===== config.mk =====
export PLATFORM = sky130hd
export DESIGN_NAME = midi_note_decoder
export DESIGN_NICKNAME = d
export VERILOG_FILES = /design/src/rtl/MIDI.sv /design/src/rtl/midi_byte_classifier.sv /design/src/rtl/midi_note_decoder.sv
export SDC_FILE = /design/constraint.sdc
export NUM_CORES = 1
export LEC_CHECK = 0
export ABC_AREA = 1
export BUFFER_PORTS_ARGS = -buffer_cell sky130_fd_sc_hd__buf_4
export CORE_ASPECT_RATIO = 1.25
export CORE_MARGIN = 4
export CORE_UTILIZATION = 25
export CTS_CLUSTER_SIZE = 14
export DETAILED_ROUTE_END_ITERATION = 6
export GPL_TIMING_DRIVEN = 0
export HOLD_SLACK_MARGIN = 0.02
export SLEW_MARGIN = 5
export SYNTH_ARGS = -nofsm -noshare
export SYNTH_HDL_FRONTEND = slang
export SYNTH_SLANG_ARGS = --single-unit
export TNS_END_PERCENT = 1

===== constraint.sdc =====
create_clock -name clock_50_000_000 -period 2.2 [get_ports clock_50_000_000]
set_clock_uncertainty 0.15 [all_clocks]
set_input_delay 0 -clock clock_50_000_000 [delete_from_list [all_inputs] [get_ports clock_50_000_000]]
set_output_delay 0 -clock clock_50_000_000 [all_outputs]
set_load 0.02 [all_outputs]

===== src/rtl/MIDI.sv =====
// MIDI shared package.
// Holds the note event type handed to the synth pipeline, the ON/OFF status
// enum, the byte class enum produced by the byte classifier, the status
// nibble and system byte constants, and small helpers that describe how many
// data bytes each voice message kind carries.
package MIDI;

  localparam int DATA_WIDTH = 7;

  // Status nibbles of the voice messages (upper nibble of 0x80..0xEF)
  localparam logic [3:0] NOTE_OFF = 4'h8;
  localparam logic [3:0] NOTE_ON  = 4'h9;
  localparam logic [3:0] POLY_AT  = 4'hA;
  localparam logic [3:0] CC       = 4'hB;
  localparam logic [3:0] PROG     = 4'hC;
  localparam logic [3:0] CH_AT    = 4'hD;
  localparam logic [3:0] PITCH    = 4'hE;

  // System bytes
  localparam logic [7:0] SYSEX_START = 8'hF0;
  localparam logic [7:0] SYSEX_END   = 8'hF7;
  localparam logic [7:0] RT_MIN      = 8'hF8;

  typedef enum logic {
    OFF = 1'b0,
    ON  = 1'b1
  } note_status_e;

  typedef struct packed {
    note_status_e          status;
    logic [DATA_WIDTH-1:0] note_number;
    logic [DATA_WIDTH-1:0] velocity;
  } note_change_t;

  typedef enum logic [1:0] {
    BC_DATA     = 2'd0,
    BC_VOICE    = 2'd1,
    BC_SYSCOM   = 2'd2,
    BC_REALTIME = 2'd3
  } byte_class_e;

  // Number of data bytes that follow a voice status of the given kind.
  function automatic logic [1:0] voice_data_count(input logic [3:0] kind);
    case (kind)
      PROG, CH_AT:                       return 2'd1;
      NOTE_OFF, NOTE_ON, POLY_AT, CC, PITCH: return 2'd2;
      default:                           return 2'd0;
    endcase
  endfunction

  function automatic logic is_note_kind(input logic [3:0] kind);
    return (kind == NOTE_OFF) || (kind == NOTE_ON);
  endfunction

endpackage


===== src/rtl/midi_byte_classifier.sv =====
// Combinational MIDI byte classifier.
// Ports:
//   byte_in    - raw MIDI byte
//   byte_class - data / voice status / system common / real-time
//   kind       - status nibble (meaningful for voice status bytes)
//   channel    - low nibble (meaningful for voice status bytes)
//   data_count - data bytes that follow this status byte (0..2);
//                0 for data and real-time bytes
module midi_byte_classifier
  import MIDI::*;
(
  input  logic [7:0]  byte_in,
  output byte_class_e byte_class,
  output logic [3:0]  kind,
  output logic [3:0]  channel,
  output logic [1:0]  data_count
);

  // Class boundaries: bit7 clear is data, 0x80..0xEF voice, 0xF8 and up
  // real-time, the rest system common. Song position (F2) carries two data
  // bytes, MTC quarter frame (F1) and song select (F3) carry one.
  always_comb begin
    byte_class = BC_DATA;
    kind       = byte_in[7:4];
    channel    = byte_in[3:0];
    data_count = 2'd0;
    if (!byte_in[7]) begin
      byte_class = BC_DATA;
    end else if (byte_in < SYSEX_START) begin
      byte_class = BC_VOICE;
      data_count = voice_data_count(byte_in[7:4]);
    end else if (byte_in >= RT_MIN) begin
      byte_class = BC_REALTIME;
    end else begin
      byte_class = BC_SYSCOM;
      case (byte_in)
        8'hF1, 8'hF3: data_count = 2'd1;
        8'hF2:        data_count = 2'd2;
        default:      data_count = 2'd0;
      endcase
    end
  end

endmodule


===== src/rtl/midi_note_decoder.sv =====
// MIDI note decoder.
// Turns the raw byte stream from the UART receiver into note events for the
// synth pipeline. Handles running status, velocity-0 Note On as Note Off,
// real-time bytes interleaved anywhere, and skips all other message types.
// Ports:
//   clock_50_000_000 - system clock
//   reset            - synchronous, active-high reset
//   byte_in          - received MIDI byte
//   byte_valid       - byte_in valid this cycle
//   note             - last decoded event (status, note number, velocity)
//   note_ready       - one-cycle strobe, one cycle after the velocity byte
// Parameters:
//   CHANNEL          - channel accepted when MIDI_CHANNEL_FILTER_EN is defined
// Build option:
//   MIDI_CHANNEL_FILTER_EN - emit only events on CHANNEL; omni when undefined
module midi_note_decoder
  import MIDI::*;
#(
  parameter int unsigned CHANNEL = 0
) (
  input  logic         clock_50_000_000,
  input  logic         reset,
  input  logic [7:0]   byte_in,
  input  logic         byte_valid,
  output note_change_t note,
  output logic         note_ready
);

  typedef enum logic [2:0] {
    IDLE    = 3'd0,
    NOTE_D1 = 3'd1,
    NOTE_D2 = 3'd2,
    SKIP_D1 = 3'd3,
    SKIP_D2 = 3'd4,
    SYSEX   = 3'd5
  } state_e;

  state_e                state_q, state_d;
  logic                  rs_valid_q, rs_valid_d;
  logic [3:0]            rs_kind_q, rs_kind_d;
  logic [3:0]            rs_channel_q, rs_channel_d;
  logic [DATA_WIDTH-1:0] note_number_q, note_number_d;
  note_change_t          note_q, note_d;
  logic                  note_ready_q, note_ready_d;

  byte_class_e           byte_class;
  logic [3:0]            byte_kind;
  logic [3:0]            byte_channel;
  logic [1:0]            byte_data_count;
  logic                  channel_match;

  midi_byte_classifier u_classifier (
    .byte_in    (byte_in),
    .byte_class (byte_class),
    .kind       (byte_kind),
    .channel    (byte_channel),
    .data_count (byte_data_count)
  );

`ifdef MIDI_CHANNEL_FILTER_EN
  assign channel_match = (rs_channel_q == CHANNEL[3:0]);
`else
  // Omni: every channel emits; the compare only keeps CHANNEL referenced.
  assign channel_match = 1'b1 | (rs_channel_q == CHANNEL[3:0]);
`endif

  // Next-state logic. Nothing changes without byte_valid, and real-time
  // bytes fall through untouched so they can sit inside any message.
  always_comb begin
    state_d       = state_q;
    rs_valid_d    = rs_valid_q;
    rs_kind_d     = rs_kind_q;
    rs_channel_d  = rs_channel_q;
    note_number_d = note_number_q;
    note_d        = note_q;
    note_ready_d  = 1'b0;
    if (byte_valid) begin
      case (byte_class)
        BC_VOICE: begin
          rs_valid_d   = 1'b1;
          rs_kind_d    = byte_kind;
          rs_channel_d = byte_channel;
          if (is_note_kind(byte_kind)) begin
            state_d = NOTE_D1;
          end else if (byte_data_count == 2'd2) begin
            state_d = SKIP_D2;
          end else begin
            state_d = SKIP_D1;
          end
        end
        BC_SYSCOM: begin
          // Any system common byte (including F7) clears running status;
          // the skip states then return to IDLE because rs_valid is clear.
          rs_valid_d = 1'b0;
          if (byte_in == SYSEX_START) begin
            state_d = SYSEX;
          end else if (byte_data_count == 2'd2) begin
            state_d = SKIP_D2;
          end else if (byte_data_count == 2'd1) begin
            state_d = SKIP_D1;
          end else begin
            state_d = IDLE;
          end
        end
        BC_DATA: begin
          case (state_q)
            NOTE_D1: begin
              note_number_d = byte_in[6:0];
              state_d       = NOTE_D2;
            end
            NOTE_D2: begin
              state_d = NOTE_D1;
              if (channel_match) begin
                note_ready_d         = 1'b1;
                note_d.note_number   = note_number_q;
                note_d.velocity      = byte_in[6:0];
                note_d.status        = ((rs_kind_q == NOTE_ON) && (byte_in[6:0] != '0)) ? ON : OFF;
              end
            end
            SKIP_D2: state_d = SKIP_D1;
            SKIP_D1: begin
              if (!rs_valid_q) begin
                state_d = IDLE;
              end else if (voice_data_count(rs_kind_q) == 2'd2) begin
                state_d = SKIP_D2;
              end else begin
                state_d = SKIP_D1;
              end
            end
            default: state_d = state_q;
          endcase
        end
        default: state_d = state_q;
      endcase
    end
  end

  // State and output registers with synchronous reset.
  always_ff @(posedge clock_50_000_000) begin
    if (reset) begin
      state_q       <= IDLE;
      rs_valid_q    <= 1'b0;
      rs_kind_q     <= 4'h0;
      rs_channel_q  <= 4'h0;
      note_number_q <= '0;
      note_q        <= '0;
      note_ready_q  <= 1'b0;
    end else begin
      state_q       <= state_d;
      rs_valid_q    <= rs_valid_d;
      rs_kind_q     <= rs_kind_d;
      rs_channel_q  <= rs_channel_d;
      note_number_q <= note_number_d;
      note_q        <= note_d;
      note_ready_q  <= note_ready_d;
    end
  end

  assign note       = note_q;
  assign note_ready = note_ready_q;

endmodule


After elaboration in Yosys (flattened, before gate mapping) --
Cells that the tools add are included.
Word-level totals: word-level logic and storage cells 82, output and inout bits 16, bits of input ports 11, register bits 31
Operators by class: muxes and demuxes 25, magnitude comparators 2, equality and inequality tests 28, reduce and logical (&&, ||, !) cells 17, bitwise logic cells 2
Operators with widths (number):
- $eq A4 B4 Y1 const B | 14
- $eq A8 B8 Y1 const B | 4
- $mux W2 | 10
- $mux W3 | 6
- $pmux W2 S2 | 3
- $pmux W3 S4 | 1
- $reduce_or A5 Y1 | 2
- $pmux W3 S3 | 1
- $reduce_and A3 Y1 | 3
- $ge A8 B8 Y1 const B | 1
- $lt A8 B8 Y1 const B | 1
- $reduce_bool A7 Y1 | 1
- $eq A2 B2 Y1 const B | 3
- $eq A3 B2 Y1 const B | 2
- $reduce_or A2 Y1 | 3
- $ne A5 B2 Y1 const B | 1
- $eq A2 B1 Y1 const B | 2
- $reduce_and A2 Y1 | 2
- $eq A3 B1 Y1 const B | 1
- $eq A3 B3 Y1 const B | 1
- $mux W1 | 3
- $reduce_bool A3 Y1 | 1
- $reduce_or A3 Y1 | 1
- $logic_not A2 Y1 | 1
- 5 further kinds | 6

Logic depth before layout (Yosys ltp) --
depth after elaboration 12, gate-level depth with buffers 12, mapped depth without buffers 12

By module --
A second synthesis with hierarchy kept.
Unflattened totals: cells, all modules 216, area total of the unflattened synthesis 1561.5 sq um
Modules (own cells, without submodules):
- midi_note_decoder | sequential area each 620.6 sq um, cells each 190, area an instance 1418.9 sq um, times used 1
- midi_byte_classifier | sequential area each 0.0 sq um, cells each 26, area an instance 142.6 sq um, times used 1

Least setup slack after synthesis --
OpenSTA, ideal clock, no wires.
path kind input-to-reg, start input byte_in[7], end register note_number_q[3], arrival 1241 ps, path buffers 1, stages on the path 10, slack 739 ps, path through nand2_2 nor2_8 nand2_2 nand2_2 ha_1 nand2_1 nor2_2 buf_2 o21ai_0 a21oi_1
Between the ends: longest elaborated chain between the ends 6
RTL lines:
- start: declaration | line midi_note_decoder.sv:23 | input logic [7:0] byte_in,
- $ge A8 B8 Y1 | line midi_byte_classifier.sv:32 | end else if (byte_in >= RT_MIN) begin
- $mux W1 | line midi_byte_classifier.sv:32
- $mux W2 | line midi_byte_classifier.sv:29 | end else if (byte_in < SYSEX_START) begin
- $mux W2 * | line midi_byte_classifier.sv:27 | if (!byte_in[7]) begin
- $logic_not A2 Y1 * | line midi_note_decoder.sv:78 | case (byte_class)
- $reduce_and A3 Y1 (no line) *
- end signal: assignment | line midi_note_decoder.sv:153 | note_number_q <= note_number_d;
- end: declaration | line midi_note_decoder.sv:42 | logic [DATA_WIDTH-1:0] note_number_q, note_number_d;
Every way passes the cells marked *; elsewhere a longest branch is shown, timed or not. A chain may end at the register's enable or synchronous reset.

Worst setup path in the final report --
start input byte_in[7], end register note_q (netlist bit note[2])
Between the ends: longest elaborated chain between the ends 6
RTL lines:
- $ge A8 B8 Y1 | line midi_byte_classifier.sv:32
- $mux W1 | line midi_byte_classifier.sv:32
- $mux W2 | line midi_byte_classifier.sv:29
- $mux W2 * | line midi_byte_classifier.sv:27
- $logic_not A2 Y1 * | line midi_note_decoder.sv:78
- $reduce_and A3 Y1 (no line) *
- end signal: assignment | line midi_note_decoder.sv:154 | note_q <= note_d;
- end: declaration | line midi_note_decoder.sv:43 | note_change_t note_q, note_d;
Marked as above.

==> run_results.csv <==
group,metric,value,unit
logic_synthesis,async_flop_share,0,
min_path,hold_class,"primary input to flip-flop",
sta,post-route-min-period,2040,ps
setup_path,crit_fanout,10,
clock_network,path_clk_slew,70,ps
detailed_routing,drcViolationCount,0,
logic_synthesis,ys_types,26,
setup_path,worst-setup-path-type,"primary input to flip-flop",
sta,hold_violations,0,
clock_network,clock_sinks,31,
detailed_routing,drtAntennaViolNets,0,
clock_network,cts_tree,"built",
logic_synthesis,synth_area,1430,µm²
layout,final_cell_mix,"31 x dfxtp_1, 28 x nand2_1, 27 x buf_4",
logic_synthesis,synthAdderAreaFrac,0.0350,
setup_path,required,2270,ps
logic_synthesis,synth_compound_area_frac,0.213,
die,io-pin-count,27,
detailed_routing,wire_per_inst,11.8,µm
die,die_x,75.6,µm
setup_path,worst_path_most_repeated_cell,"nand2_2",
logic_synthesis,synth-xor-area-share,0,
logic_synthesis,synth_top_family_by_area,"simple AND/OR/NAND/NOR gates",
place,io_buffer_count,26,
global_routing,groute.usage.overall,0.112,
clock_network,cts_root_buf,"clkbuf_8",
sta,rsz0062_at_grt,"no",
layout,final_common_cell,"dfxtp_1",
clock_network,h-tree-depth,2,
logic_synthesis,yosys_warnings,0,
layout,fillers,589,
power_and_ir_drop,leakagePower,0.919,nW
power_and_ir_drop,net-switching-power,0.000347,W
power_and_ir_drop,power_density,707,nW/µm²
clock_network,cts_buffer_depth,2,
logic_synthesis,synth_top_flop_cell,"dfxtp_1",
power_and_ir_drop,combPwrFrac,0.142,
clock_network,clk_latency,280,ps
power_and_ir_drop,p_seq_frac,0.437,
logic_synthesis,syn_nets,208,
logic_synthesis,synth_area_per_cell,7.40,µm²
sta,relSlewSlack,0.693,
die,core-area,5480,µm²
setup_path,cpMaxStageDelayCell,"dlygate4sd3_1",
layout,regArea,621,µm²
setup_path,slowest_delay,550,ps
logic_synthesis,ys_seq_area_frac,0.434,
setup_path,endpoint_kind,"flip-flop",
sta,setup_viol,0,
detailed_routing,drt_pass1_iterations,4,
detailed_routing,vias,1348,
layout,fin_area,1950,µm²
layout,nets,252,
detailed_routing,via_per_inst,4.46,
detailed_routing,finalWirelength,3570,µm
setup_path,critPathLaunchType,"primary input",
global_routing,grt_max_degree,11,
place,gp_congestion,0.818,
logic_synthesis,netlist_instances,193,
sta,fin_tns_setup,0,ps
logic_synthesis,synth_edf_count,0,
place,place_area,1700,µm²
place,dpl.hpwl,2620,µm
die,dieArea,7000,µm²
outcome,status,"completed",
layout,drive_gt1_frac,0.239,
detailed_routing,drtIter0Drc,37,
setup_path,crit_arrival,2110,ps
power_and_ir_drop,p_clk_frac,0.421,
layout,multi_input_area,703,µm²
global_routing,grt_pass1_wl,6020,µm
power_and_ir_drop,swShare,0.251,
die,rows,30,
run,cap_violations,0,
sta,max_freq,490,MHz
global_routing,grt-ovfl-total,0,
power_and_ir_drop,vdd_drop_max,0.436,mV
global_routing,grt_pass1_vias,1330,
sta,tightest_slew,460,ps
logic_synthesis,ys_ff_latch,31,
power_and_ir_drop,finalPower,0.00138,W
sta,period_share,0.927,
global_routing,grt_antenna_before_repair,0,
sta,slew_violations,0,
clock_network,cts_buffers,5,
layout,area_growth,36.8,%
die,die_y,92.5,µm
power_and_ir_drop,intPower,0.00103,W
die,start_util,0.261,
layout,num_antenna_cells,0,
logic_synthesis,yosys-mux-area-fraction,0,
setup_path,crit_chain,"dlygate4sd3_1 > buf_4 > nand2_2 > nor2_8 > nand2_2 > nand2_2 > ha_2 > nand2_2 > nor2_4 > clkbuf_4 > o21ai_0 > a21oi_1",
logic_synthesis,synthSimpleGateAreaFrac,0.234,
## layout make-up
| type | instances | share of cell area |
|---|---|---|
| plain buffers | 5 | 0.0154 |
| well taps | 64 | 0.0410 |
| flip-flops and latches | 31 | 0.318 |
| clock inverters | 2 | 0.0179 |
| multi-input cells | 131 | 0.360 |
| inverters | 26 | 0.0499 |
| clock buffers | 6 | 0.0423 |
| repair buffers | 37 | 0.156 |
## stage by stage
step	hold WS [ps]	worst slack [ps]	util	instances
6_report	297	161	0.357	302
5_1_grt	325	11.8	0.357	302
4_1_cts	305	28.6	0.353	302
3_5_place_dp	47.1	309	0.311	283
3_3_place_gp	46.7	338	0.311	283
2_1_floorplan	-87.6	739	-	193
## power groups by stage
stage | registers, W | clock network [W] | logic (W)
2_1_floorplan | 0.000626 | 0 | 0.000102
3_3_place_gp | 0.000615 | 0 | 0.000176
3_5_place_dp | 0.000616 | 0 | 0.000178
4_1_cts | 0.000604 | 0.000593 | 0.000193
5_1_grt | 0.000606 | 0.000616 | 0.000223
6_report | 0.000604 | 0.000581 | 0.000197
## metal layers
layer	wire length (µm)	part of all wire	vias to the layer above	GRT usage
met1	1630	0.46	606	0.136
met4	68	0.019	0	0.0525
met5	0	0	-	0
met2	1720	0.48	22	0.180
met3	144	0.040	6	0.0304
li1	-	-	714	-
## cells in the mapped netlist, types with 2 or more instances
cell,count,area share
a21oi_1,22,0.077
buf_2,3,0.011
clkbuf_1,2,0.0053
dfxtp_1,31,0.43
ha_1,4,0.035
inv_1,22,0.058
inv_2,4,0.011
nand2_1,29,0.076
nand2_2,5,0.022
nand3_1,7,0.025
nor2_1,20,0.053
nor2_2,3,0.013
o21ai_0,24,0.084
o21ai_1,5,0.018
## kinds of logic after synthesis
logic type,Yosys count
fa+ha+maj,4
simple gates,70
compound gates,57
buf+inv,31
flops,31
## flip-flops by register name, summed over array words and instances (netlist names)
register and count:
note_number_q 7, note 15, state_q 3, rs_kind_q 4, rs_valid_q 1, note_ready 1
## worst max-delay path: cells and delay by family
family	cells	cell delay (ps)
buffers and inverters	3	910
and+or+nand+nor	6	720
AOI/OAI and AO/OA	2	220
adders and majority gates	1	240
## worst paths after layout
kind / start / end / slack, ps / depth (start not counted)
setup / recovery: byte_in[7] / note[2]$_SDFFE_PP0P_ / 160 / 12
hold / removal: reset / state_q[0]$_SDFFE_PP0P_ / 300 / 3
hold reg to reg: note[14]$_SDFFE_PP0P_ / note[14]$_SDFFE_PP0P_ / 330 / 2
setup reg to reg: rs_kind_q[3]$_SDFFE_PP0P_ / note[14]$_SDFFE_PP0P_ / 520 / 5
## timing repair
item / in CTS / in global routing
resized for setup: 0 / 8
setup buffers: 0 / 0
hold buffers: 11 / 0
endpoints found under the setup margin: 0 / 23
hold endpoints to repair: 24 / 0
No activity file was read; power rests on OpenSTA's default activity.
